**src/rtl/alu_op_sequencer_if.sv**
```systemverilog
// Request handshake between the instruction sequencer and the ALU op sequencer.
interface alu_op_sequencer_if;
    logic       op_valid;
    logic       op_ready;
    logic [2:0] op_func;
    logic       op_dest;

    modport master (
        output op_valid,
        output op_func,
        output op_dest,
        input  op_ready
    );

    modport slave (
        input  op_valid,
        input  op_func,
        input  op_dest,
        output op_ready
    );
endinterface

```
**src/rtl/alu_op_sequencer.sv**
```systemverilog
// Sequences one relay-ALU operation: hold the function enable while the datapath settles, then load A/D and flags.
// Optional build macro ALU_SEQ_CARRY_KEEP_EN: logical ops leave flag_c unchanged instead of clearing it.
module alu_op_sequencer #(
    parameter int unsigned SETTLE_CYCLES = 4,
    parameter int unsigned CNT_W         = 3
) (
    input  logic              clk,
    input  logic              reset,
    alu_op_sequencer_if.slave op,
    input  logic              alu_carry,
    input  logic              alu_zero,
    input  logic              alu_sign,
    output logic              en_add,
    output logic              en_inc,
    output logic              en_and,
    output logic              en_or,
    output logic              en_xor,
    output logic              en_not,
    output logic              en_shl,
    output logic              load_a,
    output logic              load_d,
    output logic              flag_c,
    output logic              flag_z,
    output logic              flag_s,
    output logic              busy,
    output logic              done
);
    localparam int unsigned FUNC_W     = 3;
    localparam int unsigned NUM_EN     = 7;
    localparam int unsigned SETTLE_EFF = (SETTLE_CYCLES == 0) ? 1 : SETTLE_CYCLES;
    localparam logic [CNT_W-1:0] LAST_CNT = CNT_W'(SETTLE_EFF - 1);

    localparam logic [FUNC_W-1:0] F_ADD = FUNC_W'(0);
    localparam logic [FUNC_W-1:0] F_INC = FUNC_W'(1);
    localparam logic [FUNC_W-1:0] F_SHL = FUNC_W'(6);
    localparam logic [FUNC_W-1:0] F_CLR = FUNC_W'(7);

    // The settle counter reaches SETTLE_EFF on the last SETTLE edge and must not wrap.
    if ((64'd1 << CNT_W) <= 64'(SETTLE_EFF)) begin : g_cnt_check
        $error("alu_op_sequencer: CNT_W too small for SETTLE_CYCLES");
    end

    typedef enum logic [1:0] {
        IDLE   = 2'd0,
        SETTLE = 2'd1,
        LATCH  = 2'd2
    } state_t;

    state_t              state;
    logic [CNT_W-1:0]    count;
    logic [FUNC_W-1:0]   func_q;
    logic                dest_q;
    logic [NUM_EN-1:0]   en_q;
    logic                op_ready_q;

    // clr maps to no enable so the result bus floats to zero.
    function automatic logic [NUM_EN-1:0] func_onehot(input logic [FUNC_W-1:0] f);
        logic [NUM_EN-1:0] oh;
        oh = '0;
        case (f)
            3'd0:    oh = 7'b000_0001;
            3'd1:    oh = 7'b000_0010;
            3'd2:    oh = 7'b000_0100;
            3'd3:    oh = 7'b000_1000;
            3'd4:    oh = 7'b001_0000;
            3'd5:    oh = 7'b010_0000;
            3'd6:    oh = 7'b100_0000;
            default: oh = '0;
        endcase
        return oh;
    endfunction

    always_ff @(posedge clk) begin
        if (reset) begin
            state      <= IDLE;
            count      <= '0;
            func_q     <= '0;
            dest_q     <= 1'b0;
            en_q       <= '0;
            op_ready_q <= 1'b0;
            load_a     <= 1'b0;
            load_d     <= 1'b0;
            done       <= 1'b0;
            busy       <= 1'b0;
            flag_c     <= 1'b0;
            flag_z     <= 1'b0;
            flag_s     <= 1'b0;
        end else begin
            load_a <= 1'b0;
            load_d <= 1'b0;
            done   <= 1'b0;
            case (state)
                IDLE: begin
                    op_ready_q <= 1'b1;
                    if (op.op_valid && op_ready_q) begin
                        func_q     <= op.op_func;
                        dest_q     <= op.op_dest;
                        count      <= '0;
                        en_q       <= func_onehot(op.op_func);
                        busy       <= 1'b1;
                        op_ready_q <= 1'b0;
                        state      <= SETTLE;
                    end
                end
                SETTLE: begin
                    count <= count + 1'b1;
                    if (count == LAST_CNT) begin
                        load_a <= ~dest_q;
                        load_d <= dest_q;
                        done   <= 1'b1;
                        state  <= LATCH;
                    end
                end
                LATCH: begin
                    en_q       <= '0;
                    busy       <= 1'b0;
                    op_ready_q <= 1'b1;
                    state      <= IDLE;
                    flag_z     <= alu_zero;
                    flag_s     <= alu_sign;
                    // Carry is meaningful only for the arithmetic and shift paths.
                    if (func_q == F_ADD || func_q == F_INC || func_q == F_SHL) begin
                        flag_c <= alu_carry;
                    end else if (func_q == F_CLR) begin
                        flag_c <= 1'b0;
                        flag_z <= 1'b1;
                        flag_s <= 1'b0;
                    end else begin
`ifdef ALU_SEQ_CARRY_KEEP_EN
                        flag_c <= flag_c;
`else
                        flag_c <= 1'b0;
`endif
                    end
                end
                default: begin
                    en_q       <= '0;
                    busy       <= 1'b0;
                    op_ready_q <= 1'b0;
                    state      <= IDLE;
                end
            endcase
        end
    end

    assign op.op_ready = op_ready_q;
    assign en_add      = en_q[0];
    assign en_inc      = en_q[1];
    assign en_and      = en_q[2];
    assign en_or       = en_q[3];
    assign en_xor      = en_q[4];
    assign en_not      = en_q[5];
    assign en_shl      = en_q[6];
endmodule

```
**src/flat_wrapper.sv**
```systemverilog
// flat-port wrapper written by rule: the top's interface ports become plain ports
module alu_op_sequencer_flat 
#(
    parameter int unsigned SETTLE_CYCLES = 4,
    parameter int unsigned CNT_W         = 3
)
  (clk, reset, alu_carry, alu_zero, alu_sign, en_add, en_inc, en_and, en_or, en_xor, en_not, en_shl, load_a, load_d, flag_c, flag_z, flag_s, busy, done, op_op_valid, op_op_func, op_op_dest, op_op_ready);
  alu_op_sequencer_if op_i ();
  input  logic clk;
  input  logic reset;
  input  logic alu_carry;
  input  logic alu_zero;
  input  logic alu_sign;
  output logic en_add;
  output logic en_inc;
  output logic en_and;
  output logic en_or;
  output logic en_xor;
  output logic en_not;
  output logic en_shl;
  output logic load_a;
  output logic load_d;
  output logic flag_c;
  output logic flag_z;
  output logic flag_s;
  output logic busy;
  output logic done;
  input wire logic [$bits(op_i.op_valid)-1:0] op_op_valid;
  input wire logic [$bits(op_i.op_func)-1:0] op_op_func;
  input wire logic [$bits(op_i.op_dest)-1:0] op_op_dest;
  output wire logic [$bits(op_i.op_ready)-1:0] op_op_ready;
  assign op_i.op_valid = op_op_valid;
  assign op_i.op_func = op_op_func;
  assign op_i.op_dest = op_op_dest;
  assign op_op_ready = op_i.op_ready;
  alu_op_sequencer #(.SETTLE_CYCLES(SETTLE_CYCLES), .CNT_W(CNT_W)) u_core (.clk(clk), .reset(reset), .op(op_i), .alu_carry(alu_carry), .alu_zero(alu_zero), .alu_sign(alu_sign), .en_add(en_add), .en_inc(en_inc), .en_and(en_and), .en_or(en_or), .en_xor(en_xor), .en_not(en_not), .en_shl(en_shl), .load_a(load_a), .load_d(load_d), .flag_c(flag_c), .flag_z(flag_z), .flag_s(flag_s), .busy(busy), .done(done));
endmodule
```
**config.mk**
```make
export PLATFORM = sky130hd
export DESIGN_NAME = alu_op_sequencer_flat
export DESIGN_NICKNAME = d
export VERILOG_FILES = /design/src/rtl/alu_op_sequencer_if.sv /design/src/rtl/alu_op_sequencer.sv /design/src/flat_wrapper.sv
export SDC_FILE = /design/constraint.sdc
export NUM_CORES = 1
export LEC_CHECK = 0
export ABC_AREA = 1
export CAP_MARGIN = 20
export CORE_ASPECT_RATIO = 1.4
export CORE_UTILIZATION = 46
export CTS_CLUSTER_SIZE = 14
export DETAILED_ROUTE_END_ITERATION = 6
export PLACE_DENSITY = 0.76
export SLEW_MARGIN = 10
export SYNTH_ARGS = -nofsm -noshare
export SYNTH_HDL_FRONTEND = slang
export SYNTH_SLANG_ARGS = --single-unit
export TNS_END_PERCENT = 30
```
**constraint.sdc**
```tcl
create_clock -name clk -period 1.8 [get_ports clk]
set_clock_uncertainty 0.2 [all_clocks]
set_input_delay 0.36 -clock clk [delete_from_list [all_inputs] [get_ports clk]]
set_output_delay 0.36 -clock clk [all_outputs]
set_load 0.02 [all_outputs]
```
Yosys cells after proc, flatten, opt, wreduce, memory -nomap -nowiden. Index checks and enable logic that the tools add are counted.

Output and inout bits: 15. Flip-flop bits (word level): 24. Logic and storage cells: 62. Input bits: 10.

Bitwise operators: 3. Equal/unequal tests: 14. Multiplexer cells: 18. Reductions and logical operators: 13. Add/sub/neg operators: 1.

Operators by type and width (number): $pmux 7 s7 (1); $eq 3x3->1 const B (5); $pmux 7 s2 (1); $eq 3x2->1 const B (3); $mux 1 (8); $reduce_and 2->1 (4); $mux 7 (1); $eq 3x1->1 const B (2); $logic_not 3->1 (2); $pmux 3 s2 (1); $mux 2 (2); $ne 2x1->1 const B (2); $pmux 2 s2 (1); $add 3x1->3 const B (1); $mux 3 (1); $not 1->1 (3); $pmux 1 s3 (1); $reduce_or 3->1 (1); $eq 2x1->1 const B (1); $eq 2x2->1 const B (1); $logic_not 2->1 (1); $logic_or 1x1->1 (2); $pmux 1 s2 (1); $reduce_bool 2->1 (1); 2 further kinds (2).

Logic depth before layout (Yosys ltp). Gate-level depths: netlist (run 1).

Word-level depth: 4. Depth in mapped cells: 7. Mapped depth without buffers: 6.

Worst setup path before layout (run 1). No wires, ideal clock.

Path type: register to register. Start point: register u_core.count[0]. End point: register u_core.count[2]. Path slack: 0.451 ns. Cell stages (with the launch flop): 5. Data arrival time: 1.080 ns. Clock period less this slack: 1.349 ns. Data required time: 1.530 ns. Library setup time: 0.070 ns. Buffers on the path: 0. Path through: dfxtp_1 > ha_1 > ha_1 > or2_0 > a21oi_1.

Word-level cells in the longest chain between the ends: 2.

Ends and longest elaborated chain: from (decl) (RTL line alu_op_sequencer.sv:50) `logic [CNT_W-1:0] count;`; from (signal assigned) (RTL line alu_op_sequencer.sv:106) `count <= count + 1'b1;`; $add 3x1->3 (RTL line alu_op_sequencer.sv:106); $pmux 3 s2 (RTL line alu_op_sequencer.sv:92) `case (state)`.

No other way between the ends. A chain may end at the register's enable or synchronous reset.

Final worst setup path (run 1).
Start point: register u_core.op_ready_q (netlist: u_core.op.op_ready). End point: output op_op_ready.

RTL lines: from (decl) (RTL line alu_op_sequencer.sv:54) `logic op_ready_q;`; from (signal assigned) (RTL line alu_op_sequencer.sv:80) `op_ready_q <= 1'b0;`; from (signal assigned) (RTL line alu_op_sequencer.sv:94) `op_ready_q <= 1'b1;`; from (signal assigned) (RTL line alu_op_sequencer.sv:101) `op_ready_q <= 1'b0;`; to (decl) (RTL line flat_wrapper.sv:31) `output wire logic [$bits(op_i.op_ready)-1:0] op_op_ready;`.

No word-level cell between the ends.

==> impl_metrics.py, run 1 <==
metrics = {
    "sta": {
        "final.setup.tns_ns": 0,
        "fin_crit_ns": 1.62,
        "setup_viol": 0,
        "fmax_ghz": 0.617,
        "final_max_slew_viol_count": 0,
        "slew_headroom_pct": 80.1,
        "rsz0062_at_grt": "false",
        "hold_viol_final": 0,
        "tightestPinTransition_ns": 0.297,
        "whs_ns": 0.254,
        "min_period_over_period_pct": 90.0,
    },
    "synthesis": {
        "yosysWarningCount": 0,
        "synth.top_cell.area_share_pct": 50.5,
        "synth_cell_types": 22,
        "seq_area_frac_synth_pct": 50.5,
        "synthTopCellsByArea": "dfxtp_1 50%, nand2_1 7.9%, nand3_1 6.3%, nor2_1 5.9%, a21oi_1 5.8%",
        "syn_area_um2": 952,
        "synth_top_cell_by_area": "dfxtp_1",
        "netlist_top_cells_count": "24 x dfxtp_1, 20 x nand2_1, 15 x nor2_1",
        "synth_edf_count": 0,
        "ys.flop_type": "dfxtp_1",
        "ys_ff_latch": 24,
        "syn_nets": 134,
        "yosys.cell_count.top_type": "dfxtp_1",
        "async_reset_ff_share_pct": 0,
        "synth.avg_cell_area_um2": 7.80,
        "synthCells": 122,
    },
    "clock_network": {
        "clkSinkCount": 24,
        "htree_levels": 1,
        "root_buffer": "clkbuf_4",
        "clkTransAtPathRegs_ns": 0.13,
        "cts_tree": "built",
        "post_cts_buffers": 0,
        "cts_made_buffers": 3,
        "max-clock-path-buffers": 2,
        "clock_latency_ns": 0.30,
    },
    "worst_setup_path": {
        "crit_chain": "dlygate4sd2_1",
        "crit_path_max_incr_delay_ns": 0.41,
        "required_ns": 1.24,
        "reg2reg_slack_ns": 0.38,
        "start_kind": "flop",
        "cpMaxStageDelayCell": "dfxtp_1",
        "worstSetupPathType": "flop to primary output",
        "cp.arrival_ns": 1.06,
        "path_delay_family": "flip-flops",
        "worstPathMaxFanout": 4,
        "crit_buf_inv": 1,
        "end_kind": "primary output",
    },
    "run_status": {
        "status": "finished clean",
    },
    "pwr": {
        "comb_power_share_pct": 12.4,
        "vdd_drop_max_uv": 491,
        "p_leak_nw": 0.651,
        "sw_frac_of_total_pct": 24.0,
        "seq_power_share_pct": 59.1,
        "p_int_uw": 723,
        "power.density_nw_per_um2": 761,
        "p_sw_uw": 228,
        "power_frac_clock_pct": 28.6,
    },
    "grt": {
        "grt-ovfl-total": 0,
        "grt_max_degree": 16,
        "grt_pass1_vias": 790,
        "antenna_found_initial": 0,
        "grt_pass1_wl_um": 3120,
        "track_usage_pct": 19.0,
    },
    "place": {
        "hpwl_um": 1450,
        "numPortBuffers": 24,
        "dp.cells": 168,
        "gp_routability_congestion": 0.773,
    },
    "route": {
        "firstDrtPassIters": 4,
        "postRouteAntennaNets": 0,
        "drc": 0,
        "wl_um": 1860,
        "drt-initial-drc-count": 17,
        "via_per_inst": 5.01,
        "vias": 862,
        "wl_per_cell_um": 10.8,
    },
    "layout": {
        "drive_gt1_share_pct": 10.6,
        "fillers": 174,
        "n_antenna_cell": 0,
        "fin_nets": 164,
        "syn2layout_area_growth_pct": 31.3,
        "instances_no_fill": 172,
    },
    "die": {
        "initial_core_util_pct": 48.8,
        "coreArea_um2": 1950,
        "die_height_um": 55.8,
        "num_io_pins": 25,
        "die_w_um": 40.5,
        "dieArea_um2": 2260,
        "rows": 19,
    },
    "min_path": {
        "hold_path_class": "flop to flop",
    },
    "job": {
        "max_cap_violations": 0,
    },
}
-- power by group through the flow --
stage	Sequential (mW)	Clock [mW]	Combinational [mW]
4_1_cts	0.562	0.281	0.118
5_1_grt	0.565	0.296	0.132
2_1_floorplan	0.580	0	0.0631
3_3_place_gp	0.573	0	0.121
6_report	0.562	0.272	0.118
3_5_place_dp	0.574	0	0.122
-- what timing repair did --
action	CTS	global route
hold buffers	0	0
resized for setup	13	2
setup endpoints to repair	13	2
-- cell usage in the layout (no fill, tap or decap) --
cell type | synthesis | final
dlymetal6s2s_1 | 0 | 2
ha_1 | 2 | 2
nor2_2 | 1 | 1
clkinv_2 | 1 | 1
dlygate4sd2_1 | 0 | 13
nand3_1 | 12 | 12
dfxtp_1 | 24 | 24
o21ai_0 | 6 | 6
buf_4 | 1 | 4
nor2_1 | 15 | 15
nand4_1 | 3 | 3
or2_0 | 1 | 1
or2_1 | 1 | 1
nand2_1 | 20 | 20
nand3_2 | 1 | 1
inv_2 | 3 | 3
nand2_2 | 1 | 1
nor2_4 | 1 | 1
o21ai_1 | 3 | 3
clkbuf_4 | 0 | 3
nor3_1 | 1 | 1
inv_1 | 12 | 12
clkdlybuf4s50_1 | 0 | 9
clkbuf_8 | 0 | 1
a21oi_1 | 11 | 11
-- worst register-to-register path, stage by stage (launching register included) --
cell and delay, ns:
dfxtp_1 0.34, ha_1 0.20, ha_1 0.28, or2_0 0.21, a21oi_1 0.13
-- metrics by stage --
step | area, um^2 | util (%) | power, mW | setup WS, ns
finish | 1250 | 64.1 | 0.951 | 0.180
global route | 1250 | 64.1 | 0.993 | 0.140
CTS | 1240 | 63.9 | 0.962 | 0.00836
detailed placement | 1220 | 62.8 | 0.696 | 0.0105
global placement | 1220 | 62.8 | 0.695 | 0.0573
floorplan | 952 | - | 0.643 | 0.451
-- worst paths after layout --
check / start / to / cells after the start
hold reg to reg: u_core.en_q[3] / u_core.en_q[3] / 2
setup / recovery: u_core.op.op_ready / op_op_ready / 1
hold / removal: u_core.en_q[3] / u_core.en_q[3] / 2
setup reg to reg: u_core.count[0] / u_core.count[2] / 4
-- registers in the layout (all words and copies together), names as in the netlist, 2 cells and up --
register and cells:
u_core.count 3, u_core.en_q 7, u_core.func_q 3, u_core.state 2
-- per-layer routing --
layer  global-route usage [%]  wire length (um)
met5                        0                 0
met4                     5.71                16
met3                     2.40                80
met2                     32.0               994
met1                     23.5               770
-- layout make-up --
| class | count | area (um^2) | share of cell area [%] |
|---|---|---|---|
| Tap cell | 21 | 26.3 | 2.10 |
| Multi-Input combinational cell | 79 | 387 | 30.9 |
| Timing Repair Buffer | 28 | 259 | 20.7 |
| Sequential cell | 24 | 480 | 38.4 |
| Clock buffer | 4 | 36.3 | 2.90 |
| Inverter | 16 | 61.3 | 4.90 |
-- cell families after synthesis --
kind of cell / share of synthesized area (%)
AO/OA/AOI/OAI: 10.5
adder cells (fa/ha/maj): 2.63
buffers and inverters: 8.93
flip-flops: 50.5
AND/OR/NAND/NOR: 27.5
(Power assumes the default switching activity.)
==> inputs of run 2 (changes only) <==
--- a/config.mk
+++ b/config.mk
@@ -12,6 +12,8 @@
 export CTS_CLUSTER_SIZE = 14
 export DETAILED_ROUTE_END_ITERATION = 6
 export PLACE_DENSITY = 0.76
+export RECOVER_POWER = 100
+export SKIP_CTS_REPAIR_TIMING = 1
 export SLEW_MARGIN = 10
 export SYNTH_ARGS = -nofsm -noshare
 export SYNTH_HDL_FRONTEND = slang
==> run 2 against run 1 <==
  * Setup slack gained 0.033 ns
  * First-iteration DRC count is 18% higher
  * Critical path depth up 7
  * Flip-flop and latch count did not move
  * Critical endpoint is now u_core.en_q[2]
  * Combinational power fell by 7%
  * Critical path type is now input port to flop
  * Sequential power is essentially flat
  * Final cell count is the same
  * Largest power group unchanged
==> impl_metrics.py, run 2 (synthesis results as in run 1) <==
metrics = {
    "sta": {
        "whs_ns": 0.257,
        "tightestPinTransition_ns": 0.411,
        "min_period_over_period_pct": 88.1,
        "rsz0062_at_grt": "false",
        "fmax_ghz": 0.630,
        "fin_crit_ns": 1.59,
        "hold_viol_final": 0,
        "slew_headroom_pct": 72.6,
        "final_max_slew_viol_count": 0,
        "setup_ws_ns": 0.214,
        "setup_viol": 0,
        "final.setup.tns_ns": 0,
    },
    "die": {
        "initial_core_util_pct": 48.8,
        "die_height_um": 55.8,
        "die_w_um": 40.5,
        "rows": 19,
        "dieArea_um2": 2260,
        "num_io_pins": 25,
        "coreArea_um2": 1950,
    },
    "clock_network": {
        "root_buffer": "clkbuf_4",
        "clkSinkCount": 24,
        "clock_latency_ns": 0.31,
        "clkTransAtPathRegs_ns": 0.12,
        "htree_levels": 1,
        "max-clock-path-buffers": 2,
        "cts_made_buffers": 3,
        "cts_tree": "built",
    },
    "grt": {
        "grt_max_degree": 16,
        "track_usage_pct": 18.9,
        "grt_pass1_vias": 786,
        "grt_pass1_wl_um": 3110,
        "grt-ovfl-total": 0,
        "antenna_found_initial": 0,
    },
    "place": {
        "hpwl_um": 1450,
        "dp.cells": 168,
        "numPortBuffers": 24,
        "gp_routability_congestion": 0.773,
        "dp_slack_ns": 0.0105,
    },
    "worst_setup_path": {
        "crit_path_frequent_cell": "nand2_1",
        "cp.arrival_ns": 1.60,
        "crit_buf_inv": 3,
        "crit_chain": "dlygate4sd3_1 -> nand2_1 -> inv_1 -> nand2_2 -> clkbuf_1 -> nor2_4 -> nand3_1 -> nand2_1",
        "r2r-end": "u_core.count[2]",
        "start_kind": "input port",
        "r2r-start": "u_core.count[0]",
        "cp-startpoint": "op_op_valid",
        "end_kind": "flop",
        "worstSetupPathType": "input port to flop",
        "crit_path_max_incr_delay_ns": 0.57,
        "required_ns": 1.81,
        "worstPathMaxFanout": 7,
        "reg2reg_slack_ns": 0.38,
        "cpMaxStageDelayCell": "dlygate4sd3_1",
        "rr_worst_depth": 4,
        "path_delay_family": "buffers and inverters",
    },
    "layout": {
        "n_antenna_cell": 0,
        "syn2layout_area_growth_pct": 21.8,
        "fin_nets": 164,
        "instances_no_fill": 172,
        "layout.cells.most_common": "dfxtp_1",
        "drive_gt1_share_pct": 8.61,
        "fillers": 194,
        "biggestRegsByFlops": "u_core.en_q (7), u_core.count (3), u_core.func_q (3)",
        "layout_common_cells": "24 x dfxtp_1, 20 x nand2_1, 17 x clkbuf_1",
        "largest-register": "u_core.en_q",
        "largest_register_ffs": 7,
    },
    "route": {
        "wl_met1_um": 831,
        "dr_wl_met3_um": 84,
        "drc": 0,
        "drt-initial-drc-count": 20,
        "wl_met2_um": 1030,
        "wl_um": 1980,
        "highest_layer": "met4",
        "postRouteAntennaNets": 0,
        "vias": 872,
        "via_per_inst": 5.07,
        "firstDrtPassIters": 4,
        "wl_per_cell_um": 11.5,
    },
    "min_path": {
        "hold_path_class": "flop to flop",
        "whs_path_depth": 2,
        "holdPathEnd": "u_core.en_q[3]",
        "worstHoldStart": "u_core.en_q[3]",
    },
    "pwr": {
        "power_frac_clock_pct": 29.0,
        "vdd_drop_max_uv": 621,
        "p_leak_nw": 0.517,
        "sw_frac_of_total_pct": 24.4,
        "comb_power_share_pct": 11.6,
        "total_power_uw": 947,
        "power.density_nw_per_um2": 817,
        "p_sw_uw": 231,
        "p_int_uw": 716,
        "seq_power_share_pct": 59.3,
    },
    "job": {
        "max_cap_violations": 0,
    },
    "run_status": {
        "status": "finished clean",
    },
}
-- run 2: metrics by stage --
step	utilization, %	instance area [um^2]
2_1_floorplan	-	952
3_3_place_gp	62.8	1220
3_5_place_dp	62.8	1220
4_1_cts	64.7	1260
5_1_grt	59.5	1160
6_report	59.5	1160
-- run 2: how the worst max path moves through the flow --
| stage | to | slack (ns) | cells past startpoint |
|---|---|---|---|
| finish | u_core.en_q[2] | 0.21 | 8 |
| global route | u_core.en_q[4] | 0.09 | 7 |
| CTS | op_op_ready | -0.12 | 1 |
| detailed placement | u_core.en_q[2] | 0.01 | 8 |
| global placement | u_core.en_q[2] | 0.06 | 8 |
| floorplan | u_core.count[2] | 0.45 | 4 |
-- run 2: per-layer routing --
metal,track usage (%),vias to the layer above
met4,5.71,0
met5,0,-
li1,-,452
met1,23.5,399
met3,2.40,4
met2,31.7,17
-- run 2: worst reg2reg max path: stages (launching register included) --
cell	delay (ns)
dfxtp_1	0.34
ha_1	0.20
ha_1	0.27
or2_0	0.21
a21oi_1	0.13
-- run 2: cell type report --
type	instances	area, um^2	share of cell area (%)
sequential	24	480	41.4
timing repair buffer	28	169	14.6
multi-input combinational	79	387	33.3
inverter	16	61.3	5.29
clock buffer	4	36.3	3.13
tap	21	26.3	2.27
-- run 2: power groups by stage --
stage / clock network (mW) / registers, mW / logic (mW)
6_report: 0.275 / 0.562 / 0.110
5_1_grt: 0.302 / 0.565 / 0.125
4_1_cts: 0.281 / 0.562 / 0.123
3_5_place_dp: 0 / 0.574 / 0.122
3_3_place_gp: 0 / 0.573 / 0.121
2_1_floorplan: 0 / 0.580 / 0.0631
